[config.mk]
export PLATFORM = sky130hd
export DESIGN_NAME = insn_encoder
export DESIGN_NICKNAME = d
export VERILOG_FILES = /design/src/rtl/insn_encoder_pkg.sv /design/src/rtl/a64_field_pack.sv /design/src/rtl/insn_encoder.sv
export SDC_FILE = /design/constraint.sdc
export NUM_CORES = 1
export LEC_CHECK = 0
export CAP_MARGIN = 20
export CORE_ASPECT_RATIO = 0.7
export CORE_MARGIN = 2
export CORE_UTILIZATION = 53
export DETAILED_ROUTE_END_ITERATION = 10
export PLACE_DENSITY = 0.86
export SLEW_MARGIN = 20
export SYNTH_ARGS = -nofsm -noshare
export SYNTH_HDL_FRONTEND = slang
export SYNTH_SLANG_ARGS = --single-unit
[constraint.sdc]
create_clock -name clk -period 3 [get_ports clk]
set_clock_uncertainty 0.15 [all_clocks]
set_input_delay 0.3 -clock clk [delete_from_list [all_inputs] [get_ports clk]]
set_output_delay 0.3 -clock clk [all_outputs]
set_load 0.005 [all_outputs]
[src/rtl/insn_encoder_pkg.sv]
// Shared opcode bases, command codes, state encoding and helpers for the
// A64 instruction encoder.
package insn_encoder_pkg;

  typedef enum logic [2:0] {
    OP_MOVI = 3'd0,
    OP_ADDI = 3'd1,
    OP_SUBI = 3'd2,
    OP_CMP  = 3'd3,
    OP_CBZ  = 3'd4
  } op_e;

  typedef enum logic {
    ST_IDLE = 1'b0,
    ST_EMIT = 1'b1
  } state_e;

  localparam logic [31:0] MOVZ_BASE = 32'hD280_0000;
  localparam logic [31:0] MOVK_BASE = 32'hF280_0000;
  localparam logic [31:0] ADDI_BASE = 32'h9100_0000;
  localparam logic [31:0] SUBI_BASE = 32'hD100_0000;
  localparam logic [31:0] CMP_BASE  = 32'hEB00_0000;
  localparam logic [31:0] CBZ_BASE  = 32'hB400_0000;
  localparam logic [4:0]  XZR       = 5'd31;

  typedef struct packed {
    logic       found;
    logic [1:0] hw;
  } chunk_sel_t;

  // Lowest nonzero 16-bit chunk strictly above cur; chunk 0 is always the MOVZ.
  function automatic chunk_sel_t next_chunk(input logic [63:0] imm, input logic [1:0] cur);
    chunk_sel_t sel;
    sel = '0;
    for (int h = 3; h >= 1; h--) begin
      if (h > int'(cur) && imm[h*16 +: 16] != 16'd0) begin
        sel.found = 1'b1;
        sel.hw    = 2'(h);
      end
    end
    return sel;
  endfunction

  function automatic logic cmd_legal(input logic [2:0] op, input logic [63:0] imm);
    logic ok;
    ok = 1'b0;
    case (op)
      OP_MOVI, OP_CMP:   ok = 1'b1;
      OP_ADDI, OP_SUBI:  ok = (imm < 64'd4096) ||
                              (imm[11:0] == 12'd0 && imm < 64'h100_0000);
      OP_CBZ:            ok = (&imm[63:18]) || (~|imm[63:18]);
      default:           ok = 1'b0;
    endcase
    return ok;
  endfunction

endpackage

[src/rtl/a64_field_pack.sv]
// Combinational packing of registered command fields into one A64 word.
module a64_field_pack
  import insn_encoder_pkg::*;
(
  input  op_e         op,
  input  logic [1:0]  hw,
  input  logic [15:0] chunk,
  input  logic [4:0]  rd,
  input  logic [4:0]  rn,
  input  logic [4:0]  rm,
  input  logic [23:0] imm,
  output logic [31:0] word
);

  logic        sh;
  logic [11:0] imm12;

  // NOTE: every always_comb output gets a default first so no latch is inferred.
  always_comb begin
    word  = '0;
    sh    = |imm[23:12];
    imm12 = sh ? imm[23:12] : imm[11:0];
    case (op)
      OP_MOVI: word = ((hw == 2'd0) ? MOVZ_BASE : MOVK_BASE) | {9'b0, hw, chunk, rd};
      OP_ADDI: word = ADDI_BASE | {9'b0, sh, imm12, rn, rd};
      OP_SUBI: word = SUBI_BASE | {9'b0, sh, imm12, rn, rd};
      OP_CMP:  word = CMP_BASE  | {11'b0, rm, 6'b0, rn, XZR};
      OP_CBZ:  word = CBZ_BASE  | {8'b0, imm[18:0], rd};
      default: word = '0;
    endcase
  end

endmodule

[src/rtl/insn_encoder.sv]
// Command-to-A64 encoder: accepts one command at a time and streams its
// instruction words over a valid/ready port, counting transferred words.
module insn_encoder
  import insn_encoder_pkg::*;
#(
  parameter int COUNT_W = 16
) (
  input  logic               clk,
  input  logic               rst,
  input  logic               cmd_valid,
  output logic               cmd_ready,
  input  logic [2:0]         cmd_op,
  input  logic [4:0]         cmd_rd,
  input  logic [4:0]         cmd_rn,
  input  logic [4:0]         cmd_rm,
  input  logic [63:0]        cmd_imm,
  output logic               insn_valid,
  input  logic               insn_ready,
  output logic [31:0]        insn_data,
  output logic               insn_last,
  output logic               err,
  output logic [COUNT_W-1:0] insn_count
);

  state_e      state;
  op_e         op_q;
  logic [4:0]  rd_q, rn_q, rm_q;
  logic [63:0] imm_q;
  logic [1:0]  hw_q;
  logic [15:0] chunk;
  logic [31:0] word;
  chunk_sel_t  first_sel, next_sel, after_sel;

  assign cmd_ready = (state == ST_IDLE);
  assign chunk     = imm_q[{hw_q, 4'b0} +: 16];

  // Lookahead so insn_last is known when each MOVI word is presented.
  assign first_sel = next_chunk(cmd_imm, 2'd0);
  assign next_sel  = next_chunk(imm_q, hw_q);
  assign after_sel = next_chunk(imm_q, next_sel.hw);

  a64_field_pack u_pack (
    .op    (op_q),
    .hw    (hw_q),
    .chunk (chunk),
    .rd    (rd_q),
    .rn    (rn_q),
    .rm    (rm_q),
    .imm   (imm_q[23:0]),
    .word  (word)
  );

  assign insn_data = insn_valid ? word : 32'd0;

  // NOTE: sequential state uses non-blocking assignments only, so every
  // register samples pre-edge values regardless of statement order.
  always_ff @(posedge clk) begin
    if (rst) begin
      state      <= ST_IDLE;
      op_q       <= OP_MOVI;
      rd_q       <= '0;
      rn_q       <= '0;
      rm_q       <= '0;
      imm_q      <= '0;
      hw_q       <= '0;
      insn_valid <= 1'b0;
      insn_last  <= 1'b0;
      err        <= 1'b0;
      insn_count <= '0;
    end else begin
      err <= 1'b0;
      case (state)
        ST_IDLE: begin
          if (cmd_valid) begin
            op_q  <= op_e'(cmd_op);
            rd_q  <= cmd_rd;
            rn_q  <= cmd_rn;
            rm_q  <= cmd_rm;
            imm_q <= cmd_imm;
            hw_q  <= 2'd0;
            if (cmd_legal(cmd_op, cmd_imm)) begin
              state      <= ST_EMIT;
              insn_valid <= 1'b1;
              insn_last  <= (cmd_op == OP_MOVI) ? !first_sel.found : 1'b1;
            end else begin
              err <= 1'b1;
            end
          end
        end
        ST_EMIT: begin
          if (insn_ready) begin
            insn_count <= insn_count + COUNT_W'(1);
            if (insn_last) begin
              state      <= ST_IDLE;
              insn_valid <= 1'b0;
              insn_last  <= 1'b0;
            end else begin
              hw_q      <= next_sel.hw;
              insn_last <= !after_sel.found;
            end
          end
        end
        default: state <= ST_IDLE;
      endcase
    end
  end

endmodule

==> metrics <==
run status complete, no violations; Pleak 2.59 nW; r2r worst-path depth 6; final setup fails 0; total CTS buffers 9; worst-path fanout max 12; IO Pins 138; metal2 WL 8080 µm; Reg power frac 46.5%; DR top layer met4; Iter 0 DRT Violations 739; Routed Antenna Nets 0; Design Power 3.32 mW; max cap viols 0; Max Freq 0.342 GHz; Worst-Skew Late Latency 350 ps; Initial Util 55.3%; met3 WL post-DR 2230 µm; setup ws final 71.9 ps; critical path capture point type output pin; Setup CP Type reg -> out; Pint 2.40 mW; crit path time final 2930 ps; Syn-to-layout area delta 33.1%; initial antenna violation count 0; core area 9800 µm²; largest net degree at the start of global routing 81; hpwl dp 13900 µm; gr ovfl total 0; Yosys reg bits 104; register clock-pin slew on the reported worst setup and hold paths 70 ps; most common cell after layout, fill and taps aside nand2_1; top cells by area, synth dfxtp_1, nand2_1, a21oi_1; Pins Over Slew Limit 0; most frequent cells in the layout nand2_1, clkdlybuf4s50_1, a21oi_1, dfxtp_1, nor2_1; # port buffers 137; First-pass DRT Iterations 6; Tot GR Track Use 33.2%; crit share post-route 97.6%; YS warnings 0; Synth Cell Area 5420 µm²; Remaining DRCs 0; routed via count 5879; Pwr Density 461 nW/µm²; fraction of layout cells with a size suffix above 1 8.39%; Min-Delay Path Depth 2; critical path launch point type flip-flop; Fill cells 748; switching pwr 0.926 mW; Post-synth EDFFs 0; Routability Congestion 0.958; Fin. Hold Viols 0; pre-CTS setup slack 185 ps; CP required 2550 ps; Max IR drop VDD 0.000340 V; root buffer cell clkbuf_16; via density per instance 6.11; chip width 125 µm; wl on met1 7810 µm; async set-reset flop share out of synthesis 0%; HP Class reg -> reg; Slew headroom 46.0%; Clk pwr share 37.1%; vias in the first global route 5445; syn avg cell area 7.64 µm²; hold_buf cts 0; sequential share of the synthesized area 38.4%; first-pass GRT wire length 29100 µm; top cell type by total area after synthesis dfxtp_1; switch share 27.9%; die height 88.6 µm; post-synthesis cell type count 59; net count after synthesis 796; worst-margin pin slew 810 ps; Post-Synthesis Cells 709; top_reg_cell synth dfxtp_1; Routed WL per cell 19.1 µm; diode count 0; Sink Count 104; Max clock buf depth 2; layout net count 916; combinational power share 16.5%; CP arrival 2480 ps; H-tree depth 3; area share of the leading cell type in the synthesized netlist 38.4%; CTS tree built; row count 30; Die ar. 11100 µm²; Post-Route WL 18300 µm
[power groups by stage]
stage,clock network (mW),logic (mW),registers [mW]
6_report,1.23,0.548,1.54
5_1_grt,1.30,0.595,1.55
4_1_cts,1.24,0.528,1.54
3_5_place_dp,0,0.524,1.57
3_3_place_gp,0,0.515,1.57
2_1_floorplan,0,0.291,1.53
[kinds of logic (layout without fill, tap and decap cells)]
kind of cell	Yosys count	count (layout)	share of synthesized area (%)
compound gates	181	181	19.2
flops	104	104	38.4
fa+ha+maj	1	1	0.231
xor+xnor	9	9	1.46
mux	24	24	7.02
buf+inv	58	183	5.08
simple gates	332	332	28.6
[through the flow]
step | cells | cell area, µm² | util, % | TNS [ps] | hold slack, ps
5_1_grt | 962 | 7210 | 73.6 | -6.74 | 336
2_1_floorplan | 709 | 5420 | - | 0 | 286
3_5_place_dp | 943 | 6850 | 70.0 | 0 | 302
3_3_place_gp | 943 | 6850 | 70.0 | 0 | 294
4_1_cts | 959 | 7170 | 73.1 | 0 | 311
6_report | 962 | 7210 | 73.6 | 0 | 311
[critical path, cell delays in order (launching register included)]
cell and delay (ps):
dfxtp_2 360, nor4_4 360, nand3_1 130, nor2_1 140, buf_6 170, a21oi_1 80
o22ai_1 240, and2_1 160, clkdlybuf4s50_1 490
[layer usage]
metal | vias to the layer above | track usage (%)
met4 | 0 | 7.98
li1 | 2750 | -
met1 | 2752 | 46.6
met5 | - | 0
met3 | 24 | 9.55
met2 | 353 | 51.4
[what timing repair did]
action,CTS,global route
endpoints found under the hold margin,0,0
pin swaps,0,2
setup buffers,0,3
gates resized for setup,1,8
setup endpoints to repair,1,17
[final cells by class]
| type | instances | area [µm²] | share of cell area [%] |
|---|---|---|---|
| inverter | 8 | 30.0 | 0.417 |
| timing repair buffer | 159 | 1550 | 21.6 |
| clock buffer | 10 | 239 | 3.32 |
| sequential | 104 | 2090 | 29.0 |
| multi-input combinational | 547 | 3070 | 42.5 |
| clock inverter | 6 | 71.3 | 0.990 |
| tap | 128 | 160 | 2.22 |
[flip-flops by register name (all words and copies together) (netlist names)]
| signal | flops |
|---|---|
| err | 1 |
| hw_q | 2 |
| imm_q | 64 |
| insn_count | 16 |
| insn_last | 1 |
| insn_valid | 1 |
| op_q | 3 |
| rd_q | 5 |
| rm_q | 5 |
| rn_q | 5 |
| state | 1 |
[final timing paths]
| check | start | endpoint | slack [ps] |
|---|---|---|---|
| min reg2reg | rn_q[4] | rn_q[4] | 310 |
| min | rn_q[4] | rn_q[4] | 310 |
| max reg2reg | imm_q[25] | insn_last | 820 |
| max | imm_q[16] | insn_data[21] | 70 |
[cell usage after synthesis (all sizes together), types with 4 or more instances]
| cell | number |
|---|---|
| o21ai | 14 |
| a31oi | 6 |
| clkbuf | 37 |
| nand2 | 197 |
| a21oi | 120 |
| mux2 | 6 |
| or3 | 7 |
| nor4 | 29 |
| nand3 | 6 |
| nand4 | 18 |
| o22ai | 7 |
| buf | 13 |
| nor2 | 37 |
| inv | 7 |
| mux2i | 8 |
| mux4 | 10 |
| a22oi | 5 |
| dfxtp | 104 |
| and2 | 16 |
| o221ai | 4 |
| o21a | 6 |
| xnor2 | 6 |
| nor3 | 6 |
(Power assumes the default switching activity.)
